### src/rtl/counter_timer_ctrl.sv
// Programmable down-count timer: load/start/stop/clear commands, one-shot or periodic reload.
// Optional build macro COUNTER_PRESCALE_EN adds a prescale divider that paces the RUN-state ticks.
module counter_timer_ctrl #(
    parameter int WIDTH      = 4,
    parameter int PRESCALE_W = 8
) (
    input  logic                  clk_i,
    input  logic                  rst_ni,
`ifdef COUNTER_PRESCALE_EN
    input  logic [PRESCALE_W-1:0] prescale_i,
`endif
    input  logic                  cmd_valid_i,
    output logic                  cmd_ready_o,
    input  logic [1:0]            cmd_op_i,
    input  logic [WIDTH-1:0]      cmd_data_i,
    input  logic                  periodic_i,
    input  logic                  irq_ack_i,
    output logic [WIDTH-1:0]      count_o,
    output logic                  busy_o,
    output logic                  expire_o,
    output logic                  irq_o
);

    localparam logic [1:0] S_IDLE = 2'd0;
    localparam logic [1:0] S_RUN  = 2'd1;
    localparam logic [1:0] S_HOLD = 2'd2;
    localparam logic [1:0] S_DONE = 2'd3;

    localparam logic [1:0] OP_LOAD  = 2'b00;
    localparam logic [1:0] OP_START = 2'b01;
    localparam logic [1:0] OP_STOP  = 2'b10;
    localparam logic [1:0] OP_CLEAR = 2'b11;

    logic [1:0]       state_q, state_d;
    logic [WIDTH-1:0] count_q, count_d;
    logic [WIDTH-1:0] reload_q, reload_d;
    logic             irq_q, irq_d;
    logic             expire_q, expire_d;
    logic             accept;
    logic             tick;
    logic             div_clr;

`ifdef COUNTER_PRESCALE_EN
    logic [PRESCALE_W-1:0] div_q, div_d;

    assign tick = (div_q == prescale_i);

    always_comb begin
        div_d = tick ? '0 : div_q + 1'b1;
        if (state_q != S_RUN || div_clr)
            div_d = '0;
    end

    always_ff @(posedge clk_i or negedge rst_ni) begin
        if (!rst_ni) div_q <= '0;
        else         div_q <= div_d;
    end
`else
    assign tick = 1'b1;
`endif

    assign accept = cmd_valid_i && cmd_ready_o;

    always_comb begin
        state_d  = state_q;
        count_d  = count_q;
        reload_d = reload_q;
        irq_d    = irq_q;
        div_clr  = 1'b0;
        if (irq_ack_i)
            irq_d = 1'b0;
        case (state_q)
            S_IDLE, S_HOLD: begin
                if (accept) begin
                    case (cmd_op_i)
                        OP_LOAD: begin
                            reload_d = cmd_data_i;
                            count_d  = cmd_data_i;
                        end
                        OP_START: state_d = (count_q != '0) ? S_RUN : S_DONE;
                        OP_CLEAR: begin
                            state_d = S_IDLE;
                            count_d = '0;
                            irq_d   = 1'b0;
                        end
                        default: ;
                    endcase
                end
            end
            S_RUN: begin
                if (accept && cmd_op_i == OP_CLEAR) begin
                    state_d = S_IDLE;
                    count_d = '0;
                    irq_d   = 1'b0;
                    div_clr = 1'b1;
                end else if (accept && cmd_op_i == OP_STOP) begin
                    state_d = S_HOLD;
                    div_clr = 1'b1;
                end else begin
                    if (accept && cmd_op_i == OP_LOAD)
                        reload_d = cmd_data_i;
                    if (accept && cmd_op_i == OP_START)
                        div_clr = 1'b1;
                    // Counter never wraps: zero is terminal until reload or a new LOAD.
                    if (tick && count_q != '0) begin
                        count_d = count_q - 1'b1;
                        if (count_q == WIDTH'(1))
                            state_d = S_DONE;
                    end
                end
            end
            default: begin
                div_clr = 1'b1;
                if (periodic_i && reload_q != '0) begin
                    count_d = reload_q;
                    state_d = S_RUN;
                end else begin
                    state_d = S_IDLE;
                end
            end
        endcase
        // Expiry set takes priority over a same-cycle acknowledge.
        if (state_d == S_DONE)
            irq_d = 1'b1;
        expire_d = (state_d == S_DONE);
    end

    always_ff @(posedge clk_i or negedge rst_ni) begin
        if (!rst_ni) begin
            state_q  <= S_IDLE;
            count_q  <= '0;
            reload_q <= '0;
            irq_q    <= 1'b0;
            expire_q <= 1'b0;
        end else begin
            state_q  <= state_d;
            count_q  <= count_d;
            reload_q <= reload_d;
            irq_q    <= irq_d;
            expire_q <= expire_d;
        end
    end

    assign cmd_ready_o = (state_q != S_DONE);
    assign busy_o      = (state_q != S_IDLE);
    assign expire_o    = expire_q;
    assign irq_o       = irq_q;
    assign count_o     = count_q;

endmodule
### config.mk
export PLATFORM = sky130hd
export DESIGN_NAME = counter_timer_ctrl
export DESIGN_NICKNAME = d
export VERILOG_FILES = /design/src/rtl/counter_timer_ctrl.sv
export SDC_FILE = /design/constraint.sdc
export NUM_CORES = 1
export LEC_CHECK = 0
export CAP_MARGIN = 40
export CELL_PAD_IN_SITES_DETAIL_PLACEMENT = 0
export CELL_PAD_IN_SITES_GLOBAL_PLACEMENT = 2
export CORE_UTILIZATION = 32
export DETAILED_ROUTE_END_ITERATION = 6
export PLACE_DENSITY_LB_ADDON = 0.1
export SYNTH_ARGS = -nofsm -noshare
export SYNTH_HDL_FRONTEND = slang
export SYNTH_SLANG_ARGS = --single-unit
### constraint.sdc
create_clock -name clk_i -period 3.5 [get_ports clk_i]
set_clock_uncertainty 0.1 [all_clocks]
set_input_delay 0.7 -clock clk_i [delete_from_list [all_inputs] [get_ports clk_i]]
set_output_delay 0.7 -clock clk_i [all_outputs]
set_load 0.05 [all_outputs]
==> impl_metrics.toml <==
[clock_network]
cts_resized = 0
clock_latency_ns = 0.27
htree_levels = 1
cts_tree = "built"
postCtsSetupRepairBufs = 0
clockBufferDepth = 2
holdBufCountCts = 0
cts_sinks = 12
clk_pin_slew_ns = 0.07
root_buffer = "clkbuf_4"
cts_made_buffers = 3

[global_routing]
grt_pass1_vias = 628
use_met3_pct = 1.754
grt_pass1_wl_um = 2960
grt_overflow = 0
top_usage_layer = "met2"
grt_usage_pct = 15.06
met2_usage_pct = 23.29
grt_max_degree = 13
met1_usage_pct = 21.25
grt_antenna_before_repair = 0

[logic_synthesis]
seq_area_frac_synth_pct = 37.62
synth_edf_count = 0
ys_top_cells_by_area = "dfrtp_1, ha_1, mux2_2, inv_1, a2111oi_4"
syn_nets = 96
async_flop_share_pct = 100.0
yosys_register_bits = 12
synthFlopType = "dfrtp_1"
synth.largest_area_cell = "dfrtp_1"
synth_area_per_cell_um2 = 10.10
ys_types = 36
synth_area_um2 = 798.3
ys.warnings.count = 0
syn_inst = 79
synth_top_cell_area_share_pct = 37.62

[critical_path]
critPathRequiredTime_ns = 2.70
endpoint_kind = "output port"
cp_max_fo = 8
cp-start-kind = "flip-flop"
arrival_ns = 2.00
crit_type = "reg2out"

[routing]
num_vias = 692
wl_per_cell_um = 14.88
drtIter0Drc = 43
ant_nets = 0
drtPass1Iterations = 5
drt_wl_total_um = 1875
route.detailed.drc = 0
avgViaCountPerCell = 5.492

[final_layout]
layout_common_cells = "clkdlybuf4s50_1, dfrtp_1, inv_1"
final_common_cell = "clkdlybuf4s50_1"
layout-area-overhead-vs-synth_pct = 28.84
fill_cells = 219
drive_above_1_share_pct = 12.24
fin_nets = 117
diodes = 0

[floorplan]
num_rows = 17
die_x_um = 51.95
die-area_mm2 = 0.002698
start_util_pct = 35.07
io_pins = 19
die_y_um = 51.95
coreArea_mm2 = 0.002276

[placement]
place_congestion = 0.7946
hpwl_um = 1474
port-buffer-count = 18

[sta]
relSlewSlack_pct = 60.72
rsz0062_at_grt = "false"
fmax_mhz = 357.4
finalSetupTns_ns = 0
tightest_slew_ns = 0.5817
drv_slew = 0
finalCriticalPeriod_ns = 2.798
hold_viol_final = 0
finalSetupViolations = 0
fin_crit_sh_pct = 79.95
whs_ns = 0.4403

[hold_path]
hold_class = "reg2reg"

[power_and_ir_drop]
irDropWorstVdd_v = 0.0003303
p_leak_nw = 0.4330
power_density_mw_per_mm2 = 837.7

[run]
cap_violations = 0

[outcome]
status = "complete, no violations"
-- cell usage after synthesis (all sizes together), types with 2 or more instances --
cell type and n:
nor2 3, nor3 4, nand2 3, or2 2, and2 3, o41ai 2, clkbuf 2, dfrtp 12
inv 9, ha 6, a22oi 2, o21ai 4, mux2 6, o22ai 2
-- registers in the layout, indices dropped and copies added, names as in the netlist --
register	count
irq_o	1
reload_q	4
state_q	2
count_o	4
expire_o	1
-- cell families after synthesis --
| logic type | Yosys count | share of synthesized area (%) |
|---|---|---|
| flops | 12 | 37.62 |
| mux | 6 | 8.463 |
| simple gates | 24 | 18.03 |
| buf+inv | 11 | 5.172 |
| fa+ha+maj | 6 | 9.404 |
| compound gates | 20 | 21.32 |
-- layer usage --
metal  routed length [um]  vias to the layer above
li1                     -                      336
met1                  911                      339
met2                  894                       13
met3                   54                        4
met4                   14                        0
met5                    0                        -
-- worst paths after layout --
kind,end,slack (ns),cells after the start,from
max,cmd_ready_o,0.70,3,state_q[1]
min,reload_q[3],0.44,1,reload_q[3]
max reg2reg,count_o[1],1.26,6,count_o[0]
min reg2reg,reload_q[3],0.44,1,reload_q[3]
max in group asynchronous,count_o[3],2.25,1,rst_ni
min in group asynchronous,irq_o,0.69,1,rst_ni
-- final cells by class --
cell class                 instances  area, um^2  share of cell area, %
tap                               28       35.03                  3.406
clock buffer                       3       22.52                  2.190
multi-input combinational         56       456.7                  44.40
inverter                           9       33.78                  3.285
timing repair buffer              18       180.2                  17.52
sequential                        12       300.3                  29.20
-- power by group --
group / internal (mW) / switching [mW]
logic: 0.212 / 0.300
registers: 0.195 / 0.0702
clock network: 0.0397 / 0.0456
-- worst max-delay path, stage by stage, from the launching register on --
cell	delay, ns
dfrtp_1	0.51
and2_0	0.38
inv_1	0.13
clkdlybuf4s50_1	0.72
-- per-stage QoR --
step	power (mW)	util, %	instance area, um^2	setup slack (ns)	instances
after CTS	0.8669	45.19	1028	0.7139	126
after detailed placement	0.7775	44.20	1006	0.7236	123
after global routing	0.9176	45.19	1028	0.6326	126
final	0.8616	45.19	1028	0.7017	126
after floorplan	0.6240	-	798.3	1.175	79
after global placement	0.7827	44.20	1006	0.7318	123
No activity file was read; power rests on OpenSTA's default activity.
==> edit: new RTL, config.mk and constraints unchanged <==
Add an input register stage for `periodic_i` and `irq_ack_i`; this delays them by one clock. The other inputs are not delayed to match.
--- a/src/rtl/counter_timer_ctrl.sv
+++ b/src/rtl/counter_timer_ctrl.sv
@@ -32,2 +32,10 @@
     localparam logic [1:0] OP_CLEAR = 2'b11;
+
+    logic periodic_q;
+    logic irq_ack_q;
+
+    always_ff @(posedge clk_i) begin
+        periodic_q <= periodic_i;
+        irq_ack_q  <= irq_ack_i;
+    end
 
@@ -69,3 +77,3 @@
         div_clr  = 1'b0;
-        if (irq_ack_i)
+        if (irq_ack_q)
             irq_d = 1'b0;
@@ -113,3 +121,3 @@
                 div_clr = 1'b1;
-                if (periodic_i && reload_q != '0) begin
+                if (periodic_q && reload_q != '0) begin
                     count_d = reload_q;
Check against the original RTL: not equivalent (Yosys sat finds a counterexample within 4 cycles, from zero or initial values and one cycle with rst_ni low).
==> edit against the original RTL <==
  * Critical path depth fell by 1
  * Worst setup slack improved by 0.15 ns
  * Sequential cell count rose by 2
  * Area after synthesis grew 4.7%
  * First-iteration DRC count decreased by 49%
  * Count of clock-buffer cells in the layout increased by 1
  * Cell area up 4.6%
  * Wire length shrank 0.43%
  * Power is 4.7% higher
  * Hold slack lost 0.021 ns
==> edit: results (changes against the original RTL) <==
- Worst vdd ir: 0.402 mV (+22%)
- Worst hold path depth: 2 (+1)
- GR met2 Demand/Resource: 25.3% (+2.0 points)
- Layout cell share with drive strength beyond 1: 13.1% (+0.89 points)
- Synth async-reset ratio: 85.7% (-14 points)
- Drt pass-1 iters: 4 (-1)
- WL met3: 106 um (+96%)
- Pin count of the biggest net entering global routing: 15 (+2)
- Met2 WL post-DR: 863 um (-3.5%)
- GRT Overall Usage: 16.4% (+1.4 points)
- Synth top area cells: dfrtp_1 (36%), ha_1 (9.0%), mux2_2 (5.4%), dfxtp_1 (4.8%), a32oi_1 (4.2%)
- Post-Syn Nets: 97 (+1.0%)
- First-pass GRT wire length: 3.16 mm (+6.8%)
- Non-Filler Instances: 129 (+2.4%)
- Crit path DAT: 1.84 ns (-0.16 ns)
- DP Area: 1040 um2 (+3.4%)
- Vias in the first global route: 666 (+6.1%)
- Slew margin rel.: 63.8% (+3.1 points)
- Outcome: completed
- Post-synthesis compound-gate area fraction: 22.2% (+0.84 points)
- M1 wire length: 860 um (-5.6%)
- Smallest hold slack: 0.419 ns (-0.0212 ns)
- Crit path to: busy_o
- Gpl congestion: 0.717 (-9.8%)
- Worst Setup SP: state_q[0]$_DFF_PN0_
- Hold path endpoint: irq_o$_DFF_PN0_
- WL per Instance: 14.5 um (-2.7%)
- Crit Path Max Fanout: 14 (+6)
- Post-synthesis mux area share: 8.98% (+0.52 points)
- Top post-synthesis cells by count: dfrtp_1 (12), inv_1 (8), ha_1 (6)
- Met3 usage: 6.61% (+4.9 points)
- Sequential fraction of the synthesis area: 40.7% (+3.1 points)
- Routing usage on met1: 20.6% (-0.63 points)
- Startpoint of the worst hold path: irq_ack_q$_DFF_P_
- Post-Syn Instances: 80 (+1.3%)
- Adder-cell share of the synthesized area: 8.98% (-0.42 points)
- Starting DRT DRC Count: 22 (-49%)
- Post-Synth XOR/XNOR Area: 0% (unchanged)
- DP HPWL: 1.43 mm (-2.8%)
- Netlist cell types: 32 (-11%)
- R2R Path End: count_o[0]$_DFFE_PN0P_
- CP max stage delay: 0.70 ns (-0.02 ns)
==> edit: cell count changes in the layout (fill, tap and decap cells not counted), moves of 3 or more <==
cell / before / now
o211ai_1: 0 / 3
nor3_1: 3 / 0
a32oi_1: 0 / 4
nand3_1: 0 / 4
==> edit: layout make-up <==
cell class              instances  share of cell area (%)
clock buffers                   4                    3.37
flip-flops and latches         14                    31.6
repair buffers                 18                    16.7
well taps                      30                    3.49
inverters                       8                    2.79
multi-input cells              55                    42.0
==> edit: stage by stage <==
step / utilization [%] / setup slack (ns)
after detailed placement: 42.0 / 0.853
after floorplan: - / 1.45
final: 43.4 / 0.857
after global placement: 42.0 / 0.841
after global routing: 43.4 / 0.771
after CTS: 43.4 / 0.844
==> edit: power by group <==
part	internal, mW	switching [mW]	leakage (nW)
logic	0.204	0.283	0.273
clock network	0.0634	0.0553	0.0210
registers	0.218	0.0787	0.168
total	0.485	0.417	0.461
